==> config.mk <==
export PLATFORM = sky130hd
export DESIGN_NAME = mem_arbiter
export DESIGN_NICKNAME = d
export VERILOG_FILES = /design/src/rtl/mem_arb_pkg.sv /design/src/rtl/mem_arb_timer.sv /design/src/rtl/mem_arbiter.sv
export SDC_FILE = /design/constraint.sdc
export NUM_CORES = 1
export LEC_CHECK = 0
export ABC_CLOCK_PERIOD_IN_PS = 1500
export CAP_MARGIN = 40
export CELL_PAD_IN_SITES_DETAIL_PLACEMENT = 1
export CELL_PAD_IN_SITES_GLOBAL_PLACEMENT = 1
export CORE_ASPECT_RATIO = 1.1
export CORE_MARGIN = 1.5
export CORE_UTILIZATION = 28
export DETAILED_ROUTE_END_ITERATION = 6
export HOLD_SLACK_MARGIN = 0.1
export PLACE_DENSITY = 0.75
export REMOVE_ABC_BUFFERS = 1
export SLEW_MARGIN = 40
export SYNTH_ARGS = -nofsm -noshare
export SYNTH_HDL_FRONTEND = slang
export SYNTH_SLANG_ARGS = --single-unit
==> constraint.sdc <==
create_clock -name clk_i -period 1.5 [get_ports clk_i]
set_input_delay 0.45 -clock clk_i [delete_from_list [all_inputs] [get_ports clk_i]]
set_output_delay 0.45 -clock clk_i [all_outputs]
set_load 0.01 [all_outputs]
==> src/rtl/mem_arb_pkg.sv <==
// ============================================================================
//  Module      : mem_arb_pkg
//  Description : Shared state encoding and default widths for mem_arbiter.
//  Revision    : 1.0
// ============================================================================
`default_nettype none

package mem_arb_pkg;

    localparam int DEF_ADDR_W  = 32;
    localparam int DEF_DATA_W  = 32;
    localparam int DEF_TIMEOUT = 255;

    typedef logic [1:0] state_t;

    localparam state_t IDLE = 2'd0;
    localparam state_t DATA = 2'd1;
    localparam state_t INST = 2'd2;

endpackage

`default_nettype wire

==> src/rtl/mem_arb_timer.sv <==
// ============================================================================
//  Module      : mem_arb_timer
//  Description : Clear/increment watchdog; flags the cycle whose increment
//                would reach TIMEOUT.
//  Revision    : 1.0
// ============================================================================
`default_nettype none

module mem_arb_timer #(
    parameter int TIMEOUT = 255
) (
    input  logic clk_i,
    input  logic rst_i,
    input  logic clr_i,
    input  logic inc_i,
    output logic expired_o
);

    localparam int CNT_W = $clog2(TIMEOUT + 1);

    logic [CNT_W-1:0] count_q;
    logic [CNT_W-1:0] count_d;

    always_comb begin
        count_d = count_q;
        if (clr_i) begin
            count_d = '0;
        end else if (inc_i) begin
            count_d = count_q + 1'b1;
        end
    end

    always_ff @(posedge clk_i or negedge rst_i) begin
        if (!rst_i) begin
            count_q <= '0;
        end else begin
            count_q <= count_d;
        end
    end

    // Abort happens on the edge where the count would become TIMEOUT.
    assign expired_o = inc_i && (count_q == CNT_W'(TIMEOUT - 1));

endmodule

`default_nettype wire

==> src/rtl/mem_arbiter.sv <==
// ============================================================================
//  Module      : mem_arbiter
//  Description : Arbitrates one single-port memory between IF and MEM stages,
//                data has fixed priority. Optional watchdog: MEM_ARB_TIMEOUT_EN.
//  Revision    : 1.0
// ============================================================================
`default_nettype none

module mem_arbiter
    import mem_arb_pkg::*;
#(
    parameter int ADDR_W  = DEF_ADDR_W,
    parameter int DATA_W  = DEF_DATA_W,
    parameter int TIMEOUT = DEF_TIMEOUT
) (
    input  logic              clk_i,
    input  logic              rst_i,
    input  logic              if_req_i,
    input  logic [ADDR_W-1:0] if_addr_i,
    output logic              if_ack_o,
    output logic [DATA_W-1:0] if_rdata_o,
    input  logic              d_req_i,
    input  logic              d_we_i,
    input  logic [ADDR_W-1:0] d_addr_i,
    input  logic [DATA_W-1:0] d_wdata_i,
    output logic              d_ack_o,
    output logic [DATA_W-1:0] d_rdata_o,
    output logic              mem_req_o,
    output logic              mem_we_o,
    output logic [ADDR_W-1:0] mem_addr_o,
    output logic [DATA_W-1:0] mem_wdata_o,
    input  logic [DATA_W-1:0] mem_rdata_i,
    input  logic              mem_ack_i,
    output logic              stall_o,
    output logic              err_o
);

    state_t            state_q, state_d;
    logic              mem_req_q, mem_req_d;
    logic              mem_we_q, mem_we_d;
    logic [ADDR_W-1:0] mem_addr_q, mem_addr_d;
    logic [DATA_W-1:0] mem_wdata_q, mem_wdata_d;
    logic              if_ack_q, if_ack_d;
    logic [DATA_W-1:0] if_rdata_q, if_rdata_d;
    logic              d_ack_q, d_ack_d;
    logic [DATA_W-1:0] d_rdata_q, d_rdata_d;
    logic              err_q, err_d;

    logic busy;
    logic grant;
    logic done;
    logic abort;
    logic expired;

    assign busy  = (state_q == DATA) || (state_q == INST);
    assign grant = (state_q == IDLE) && (d_req_i || if_req_i);
    assign done  = busy && mem_ack_i;
    // A real ack in the same cycle as expiry takes precedence.
    assign abort = busy && !mem_ack_i && expired;

`ifdef MEM_ARB_TIMEOUT_EN
    mem_arb_timer #(
        .TIMEOUT (TIMEOUT)
    ) u_timer (
        .clk_i     (clk_i),
        .rst_i     (rst_i),
        .clr_i     (grant),
        .inc_i     (busy),
        .expired_o (expired)
    );
`else
    logic timeout_unused;
    assign timeout_unused = (TIMEOUT == 0);
    assign expired        = 1'b0;
`endif

    always_ff @(posedge clk_i or negedge rst_i) begin
        if (!rst_i) begin
            state_q     <= IDLE;
            mem_req_q   <= 1'b0;
            mem_we_q    <= 1'b0;
            mem_addr_q  <= '0;
            mem_wdata_q <= '0;
            if_ack_q    <= 1'b0;
            if_rdata_q  <= '0;
            d_ack_q     <= 1'b0;
            d_rdata_q   <= '0;
            err_q       <= 1'b0;
        end else begin
            state_q     <= state_d;
            mem_req_q   <= mem_req_d;
            mem_we_q    <= mem_we_d;
            mem_addr_q  <= mem_addr_d;
            mem_wdata_q <= mem_wdata_d;
            if_ack_q    <= if_ack_d;
            if_rdata_q  <= if_rdata_d;
            d_ack_q     <= d_ack_d;
            d_rdata_q   <= d_rdata_d;
            err_q       <= err_d;
        end
    end

    always_comb begin
        state_d = state_q;
        case (state_q)
            IDLE: begin
                if (d_req_i) begin
                    state_d = DATA;
                end else if (if_req_i) begin
                    state_d = INST;
                end
            end
            DATA, INST: begin
                if (done || abort) begin
                    state_d = IDLE;
                end
            end
            default: state_d = IDLE;
        endcase
    end

    always_comb begin
        mem_req_d   = mem_req_q;
        mem_we_d    = mem_we_q;
        mem_addr_d  = mem_addr_q;
        mem_wdata_d = mem_wdata_q;
        if_ack_d    = 1'b0;
        if_rdata_d  = if_rdata_q;
        d_ack_d     = 1'b0;
        d_rdata_d   = d_rdata_q;
        err_d       = err_q;
        case (state_q)
            IDLE: begin
                if (d_req_i) begin
                    mem_req_d   = 1'b1;
                    mem_we_d    = d_we_i;
                    mem_addr_d  = d_addr_i;
                    mem_wdata_d = d_wdata_i;
                end else if (if_req_i) begin
                    mem_req_d   = 1'b1;
                    mem_we_d    = 1'b0;
                    mem_addr_d  = if_addr_i;
                end
            end
            DATA: begin
                if (done || abort) begin
                    mem_req_d = 1'b0;
                    d_ack_d   = 1'b1;
                    if (!mem_we_q) begin
                        d_rdata_d = done ? mem_rdata_i : '0;
                    end
                    if (abort) begin
                        err_d = 1'b1;
                    end
                end
            end
            INST: begin
                if (done || abort) begin
                    mem_req_d  = 1'b0;
                    if_ack_d   = 1'b1;
                    if_rdata_d = done ? mem_rdata_i : '0;
                    if (abort) begin
                        err_d = 1'b1;
                    end
                end
            end
            default: begin
                mem_req_d = 1'b0;
            end
        endcase
    end

    assign if_ack_o    = if_ack_q;
    assign if_rdata_o  = if_rdata_q;
    assign d_ack_o     = d_ack_q;
    assign d_rdata_o   = d_rdata_q;
    assign mem_req_o   = mem_req_q;
    assign mem_we_o    = mem_we_q;
    assign mem_addr_o  = mem_addr_q;
    assign mem_wdata_o = mem_wdata_q;
    assign err_o       = err_q;
    assign stall_o     = (if_req_i & ~if_ack_q) | (d_req_i & ~d_ack_q);

endmodule

`default_nettype wire

==> reports/results.tsv, run 1 <==
stage	metric	value	unit
synth	dominant cells by area after synthesis	dfrtp_1 (61%), mux2_2 (14%), mux2_4 (8.3%)	
detailed_routing	First DRT Iteration DRCs	102	
placed_design	Detailed Place HPWL	13700	um
sta	fmax	631	MHz
setup_path	Worst EP required	1.05	ns
sta	final hold violations	0	
run	max-cap violation count	0	
grt	first-pass GRT wire length	30400	um
detailed_routing	Initial DRT Pass Iterations	4	
setup_path	startpoint types	flip-flop	
setup_path	critical-path cell list	o22ai_2 > buf_2	
sta	Setup violations, final	54	
clock_tree	Root Buffer	clkbuf_16	
detailed_routing	Post-Route M1 WL	7820	um
floorplanning	site row count	53	
synth	cell with the most instances after synthesis	dfrtp_1	
worst_hold_path	class of the worst hold path	input port to async pin	
placed_design	GP Congestion	0.816	
power_and_ir_drop	Worst VDD drop	0.000849	V
synth	Seq cells post-synth	134	
setup_path	critical path's slowest cell	dfrtp_1	
sta	Worst Skew	0.0120	ns
power_and_ir_drop	LEAKAGE	4.57	nW
synth	Post-synth EDFFs	0	
cells_and_area	fill count	1964	
cells_and_area	Final Util	0.509	
setup_path	critical path class	flip-flop to primary output	
detailed_routing	# DRC	0	
power_and_ir_drop	power share of the clock group	0.230	
setup_path	CP top delay family	flip-flops	
grt	Tot GR Track Use	0.199	
synth	Seq/Total Area, Yosys	0.615	
power_and_ir_drop	PD cells	2200	nW/um^2
power_and_ir_drop	P_sw	0.00713	W
floorplanning	DIE HEIGHT	149	um
synth	post-synthesis area per instance	14.2	sq um
synth	ys flop type	dfrtp_1	
sta	min Tclk post-route	1.59	ns
clock_tree	H-tree depth	4	
clock_tree	Clock Latency Late Sink	0.42	ns
floorplanning	die width	136	um
sta	PnR worst setup slack	-0.0859	ns
synth	ys async rst share	1.00	
clock_tree	clock transition at the registers of the reported paths	0.06	ns
cells_and_area	Layout area overhead	78.2	%
power_and_ir_drop	Sw Ratio	0.334	
floorplanning	die area	20300	sq um
setup_path	critical path arrival	1.14	ns
setup_path	worst-path maximum fanout	2	
sta	pins over their slew limit	0	
clock_tree	TritonCTS Buffers	17	
detailed_routing	met3 wire len	1110	um
grt	vias in the first global route	5383	
clock_tree	Clock Sinks	134	
clock_tree	CTS tree	yes	
detailed_routing	Routed Wire Length	21100	um
outcome	failing checks	negative setup slack	
power_and_ir_drop	P_int	0.0142	W
grt	total gr overflow	0	
floorplanning	I/O pin count	268	
setup_path	CP bufs+invs	1	
synth	Post-synth top cells	dfrtp_1 (134), mux2_2 (66), o22ai_1 (65)	
placed_design	IO buf count	266	
floorplanning	core region area	19100	sq um
setup_path	crit-path max cell delay	0.40	ns
floorplanning	Initial Utilization	0.286	
power_and_ir_drop	power share of the sequential group	0.305	
cells_and_area	nets	856	
synth	Synth Warn #	0	
grt	largest net degree at the start of global routing	42	
detailed_routing	max layer used	met5	
sta	RSZ-0062 raised after global routing	true	
sta	Final period util	1.06	
grt	initial antenna violation count	3	
synth	Yosys top cell by area	dfrtp_1	
power_and_ir_drop	total power	0.0213	W
detailed_routing	Via-to-Cell Ratio	4.77	
detailed_routing	metal2 WL	11100	um
setup_path	crit end category	primary output	
cells_and_area	layout cell share with drive strength beyond 1	0.525	
detailed_routing	DR vias	4677	
synth	Mapped Cells	383	
outcome	status	complete, but fails checks	
synth	Synth top area share	0.615	
synth	Yosys cell types	24	
power_and_ir_drop	Combinational Power Share	0.465	
detailed_routing	antenna-violating nets left	0	
detailed_routing	Routed WL per cell	21.5	um
clock_tree	clock tree buffer depth	2	
synth	Syn Std Cell Area	5450	sq um
power by group through the flow:
stage	logic (W)	clock network, W	registers, W
floorplan	0.00296	0	0.00724
global placement	0.00883	0	0.00642
detailed placement	0.00913	0	0.00658
CTS	0.00927	0.00499	0.00644
global route	0.0105	0.00517	0.00671
finish	0.00993	0.00491	0.00650
kinds of logic (layout without fill, tap and decap cells):
| family | count (synthesis) | after routing | share of synthesized area |
|---|---|---|---|
| buf+inv | 33 | 382 | 0.0326 |
| compound gates | 103 | 103 | 0.110 |
| fa+ha+maj | 3 | 3 | 0.00688 |
| mux | 96 | 96 | 0.219 |
| simple gates | 13 | 13 | 0.0156 |
| other cells | 1 | 3 | 0.000688 |
| flops | 134 | 134 | 0.615 |
layout make-up:
cell class,count,area (sq um),share of cell area
Multi-Input combinational cell,216,2340,0.241
Tap cell,247,309,0.0318
Sequential cell,134,3350,0.345
Timing Repair Buffer,345,3000,0.308
Inverter,5,18.8,0.00193
Clock buffer,21,470,0.0484
Antenna cell,2,5.00,0.000515
Clock inverter,11,219,0.0225
cell usage in the layout (no fill, tap or decap), types with 20 or more instances in the layout:
| master | count |
|---|---|
| dfrtp_1 | 133 |
| clkdlybuf4s50_1 | 130 |
| buf_2 | 103 |
| mux2_4 | 65 |
| buf_4 | 48 |
| o22ai_1 | 41 |
| mux2_2 | 31 |
| a21oi_1 | 28 |
| clkbuf_16 | 22 |
| clkbuf_2 | 20 |
final timing paths:
kind,cells past startpoint,start,endpoint,slack [ns]
min in group clk_i,3,if_req_i,mem_addr_o[11],0.49
setup / recovery,2,if_ack_o,stall_o,-0.09
setup reg to reg,6,state_q[0],if_rdata_o[28],-0.07
hold / removal,2,rst_i,mem_wdata_o[9],0.49
max in group asynchronous,3,rst_i,if_rdata_o[6],0.43
hold reg to reg,1,if_rdata_o[21],if_rdata_o[21],0.50
per-layer routing:
| layer | GRT usage | vias to the layer above |
|---|---|---|
| met3 | 0.0476 | 62 |
| met1 | 0.219 | 2340 |
| met5 | 0 | - |
| met4 | 0.123 | 2 |
| met2 | 0.345 | 173 |
| li1 | - | 2100 |
flip-flops by register name, summed over array words and instances (netlist names):
register     flops
d_rdata_o       32
mem_we_o         1
if_rdata_o      32
mem_req_o        1
if_ack_o         1
mem_wdata_o     32
state_q          2
d_ack_o          1
mem_addr_o      32
metrics by stage:
step           setup TNS, ns  instance area (sq um)  hold WS [ns]  setup slack (ns)  std cells
2_1_floorplan        -119.05                   5290         0.154             -1.64        355
3_3_place_gp          -58.92                   8580         0.364            -0.874        895
3_5_place_dp          -62.42                   8580         0.369            -0.882        895
4_1_cts                -2.47                   9550         0.497           -0.0807        962
5_1_grt                -6.48                   9720         0.499            -0.130        981
6_report               -1.81                   9720         0.491           -0.0859        981
timing repair:
action / in CTS / in global routing
pin swaps: 1 / 10
hold buffers: 1 / 0
endpoints found under the hold margin: 30 / 0
gates resized for setup: 487 / 135
gates cloned: 5 / 5
endpoints found under the setup margin: 261 / 167
buffers inserted: 29 / 13
(Power assumes the default switching activity.)
==> run 2: changes to the inputs <==
--- a/config.mk
+++ b/config.mk
@@ -5,7 +5,7 @@
 export SDC_FILE = /design/constraint.sdc
 export NUM_CORES = 1
 export LEC_CHECK = 0
-export ABC_CLOCK_PERIOD_IN_PS = 1500
+export ABC_CLOCK_PERIOD_IN_PS = 1300
 export CAP_MARGIN = 40
 export CELL_PAD_IN_SITES_DETAIL_PLACEMENT = 1
 export CELL_PAD_IN_SITES_GLOBAL_PLACEMENT = 1
==> constraint.sdc (replaced) <==
create_clock -name clk_i -period 1.3 [get_ports clk_i]
set_input_delay 0.39 -clock clk_i [delete_from_list [all_inputs] [get_ports clk_i]]
set_output_delay 0.39 -clock clk_i [all_outputs]
set_load 0.01 [all_outputs]
==> run 2 against run 1 <==
- critical path depth increased by 4
- largest cell class is now buffers
- core utilization increased by 7.4 points
- combinational power rose by 57%
- cell count up 8.7%
- via count up 11%
- routed wire length increased by 16%
- register-to-register slack lost 0.22 ns
- first-iteration DRC count is 49% higher
- critical endpoint is now if_rdata_o[10]
- the run still ends with negative setup slack left
- worst setup slack worse by 0.21 ns
==> reports/results.tsv, run 2 (synthesis gave the netlist of run 1 again) <==
stage	metric	value	unit	change
sta	Fin Hold WS	0.442	ns	was 0.491 ns
clock_tree	CTS tree	yes		unchanged
grt	vias in the first global route	5736		was 5383
grt	largest net degree at the start of global routing	34		was 42
floorplanning	site row count	53		unchanged
detailed_routing	Initial DRT Pass Iterations	4		unchanged
clock_tree	clock tree buffer depth	2		unchanged
grt	initial antenna violation count	2		was 3
sta	pins over their slew limit	0		unchanged
setup_path	CP Depth	6		was 2
cells_and_area	fill count	1909		was 1964
sta	Setup violations, final	263		was 54
sta	PnR worst setup slack	-0.294	ns	was -0.0859 ns
sta	fmax	627	MHz	
clock_tree	TritonCTS Buffers	17		unchanged
clock_tree	H-tree depth	4		unchanged
power_and_ir_drop	P_sw	0.00969	W	was 0.00713 W
power_and_ir_drop	PD cells	2580	nW/um^2	was 2200 nW/um^2
setup_path	crit end category	flip-flop		was primary output
power_and_ir_drop	Combinational Power Share	0.545		was 0.465
placed_design	GP Congestion	0.814		was 0.816
setup_path	Worst R2R Start	state_q[0]		unchanged
detailed_routing	# DRC	0		unchanged
power_and_ir_drop	power share of the clock group	0.188		was 0.230
outcome	status	complete, but fails checks		unchanged
setup_path	crit-path max cell delay	0.40	ns	about the same
placed_design	Placed Area	8830	sq um	was 8580 sq um
setup_path	CP bufs+invs	3		was 1
outcome	failing checks	negative setup slack		unchanged
setup_path	FF-to-FF End	if_rdata_o[10]		was if_rdata_o[28]
grt	Tot GR Track Use	0.215		was 0.199
setup_path	CP top delay family	flip-flops		unchanged
placed_design	Detailed Place HPWL	14500	um	was 13700 um
worst_hold_path	class of the worst hold path	input port to async pin		unchanged
sta	setup TNS	-30.22	ns	was -1.81 ns
setup_path	worst-path maximum fanout	7		was 2
detailed_routing	DR vias	5169		was 4677
detailed_routing	Routed WL per cell	22.9	um	was 21.5 um
floorplanning	Initial Utilization	0.286		unchanged
cells_and_area	Layout area overhead	104	%	was 78.2%
cells_and_area	layout cell share with drive strength beyond 1	0.630		was 0.525
setup_path	startpoint types	flip-flop		unchanged
sta	Final period util	1.23		
floorplanning	DIE HEIGHT	149	um	unchanged
cells_and_area	most frequent cells in the layout	dfrtp_1 (133), clkdlybuf4s50_1 (130), buf_4 (128)		was dfrtp_1 (133), clkdlybuf4s50_1 (130), buf_2 (103)
cells_and_area	Layout Cell Area excl Fill	11100	sq um	was 9720 sq um
cells_and_area	Final Non-Filler Cells	1066		was 981
setup_path	worst setup path end	if_rdata_o[10]		was stall_o
detailed_routing	Via-to-Cell Ratio	4.85		was 4.77
sta	Worst Skew	0.00578	ns	was 0.0120 ns
setup_path	FF-to-FF path depth	6		unchanged
clock_tree	clock transition at the registers of the reported paths	0.06	ns	about the same
sta	Worst-Margin Slew	0.543	ns	
floorplanning	die area	20300	sq um	unchanged
setup_path	CP Launch Point	state_q[0]		was if_ack_o
grt	first-pass GRT wire length	32700	um	was 30400 um
sta	final hold violations	0		unchanged
placed_design	placed cells	924		was 895
clock_tree	Clock Latency Late Sink	0.42	ns	about the same
setup_path	Worst R2R Setup Slack	-0.29	ns	was -0.07 ns
clock_tree	Root Buffer	clkbuf_16		unchanged
floorplanning	I/O pin count	268		unchanged
cells_and_area	Multi-input gate area	2710	sq um	was 2340 sq um
detailed_routing	First DRT Iteration DRCs	152		was 102
power_and_ir_drop	power share of the sequential group	0.267		was 0.305
placed_design	placement-stage worst setup slack	-0.959	ns	was -0.882 ns
setup_path	Worst EP required	1.60	ns	was 1.05 ns
sta	Worst slew margin	0.638		
power_and_ir_drop	Worst VDD drop	0.00112	V	was 0.000849 V
power_and_ir_drop	LEAKAGE	5.14	nW	was 4.57 nW
cells_and_area	most common cell after layout, fill and taps aside	dfrtp_1		unchanged
floorplanning	die width	136	um	unchanged
detailed_routing	antenna-violating nets left	0		unchanged
sta	RSZ-0062 raised after global routing	true		unchanged
power_and_ir_drop	P_int	0.0190	W	was 0.0142 W
cells_and_area	register area	3350	sq um	unchanged
setup_path	critical path arrival	1.89	ns	was 1.14 ns
placed_design	IO buf count	266		unchanged
floorplanning	core region area	19100	sq um	unchanged
run	max-cap violation count	0		unchanged
sta	min Tclk post-route	1.59	ns	
detailed_routing	Routed Wire Length	24400	um	was 21100 um
power_and_ir_drop	Sw Ratio	0.337		was 0.334
setup_path	critical path class	flip-flop to flip-flop		was flip-flop to primary output
setup_path	critical-path cell list	inv_2 > ha_4 > nand3_4 > buf_6 > buf_12 > mux2_4		was o22ai_2 > buf_2
setup_path	critical path's slowest cell	dfrtp_1		unchanged
grt	total gr overflow	0		unchanged
cells_and_area	nets	942		was 856
clock_tree	Clock Sinks	134		unchanged
[run 2: final cells by class]
class	count	area share
Timing Repair Buffer	431	0.367
Inverter	5	0.00180
Antenna cell	1	0.000225
Multi-Input combinational cell	216	0.243
Sequential cell	134	0.301
Tap cell	247	0.0278
Clock buffer	18	0.0386
Clock inverter	14	0.0199
[run 2: worst min-delay path by stage]
stage	start	end	slack (ns)	depth (start not counted)
floorplan	rst_i	d_ack_o	0.09	0
global placement	rst_i	mem_wdata_o[26]	0.31	1
detailed placement	rst_i	mem_wdata_o[26]	0.31	1
CTS	rst_i	mem_wdata_o[26]	0.45	2
global route	rst_i	mem_wdata_o[26]	0.45	2
finish	rst_i	mem_wdata_o[26]	0.44	2
[run 2: power by group through the flow]
| stage | Clock (W) | Sequential, W | Combinational (W) |
|---|---|---|---|
| 2_1_floorplan | 0 | 0.00835 | 0.00342 |
| 3_3_place_gp | 0 | 0.00733 | 0.0108 |
| 3_5_place_dp | 0 | 0.00751 | 0.0112 |
| 4_1_cts | 0.00549 | 0.00751 | 0.0121 |
| 5_1_grt | 0.00569 | 0.00790 | 0.0165 |
| 6_report | 0.00539 | 0.00768 | 0.0156 |
[run 2: per-stage QoR]
step,total power (W),util
global placement,0.0182,0.462
detailed placement,0.0187,0.462
global route,0.0301,0.583
CTS,0.0251,0.516
floorplan,0.0118,-
finish,0.0287,0.583
[run 2: routing by layer]
layer	up-vias	wire (um)	track usage
met4	2	1300	0.129
met3	81	1350	0.0561
li1	2266	-	-
met1	2614	8530	0.233
met2	206	13300	0.375
met5	-	13	0
[run 2: timing repair]
action	4_1_cts	5_1_grt
resized for setup	648	134
hold endpoints to repair	20	0
pin swaps	2	65
setup buffers	51	48
hold buffers	1	0
setup endpoints to repair	266	266
gates cloned	5	8
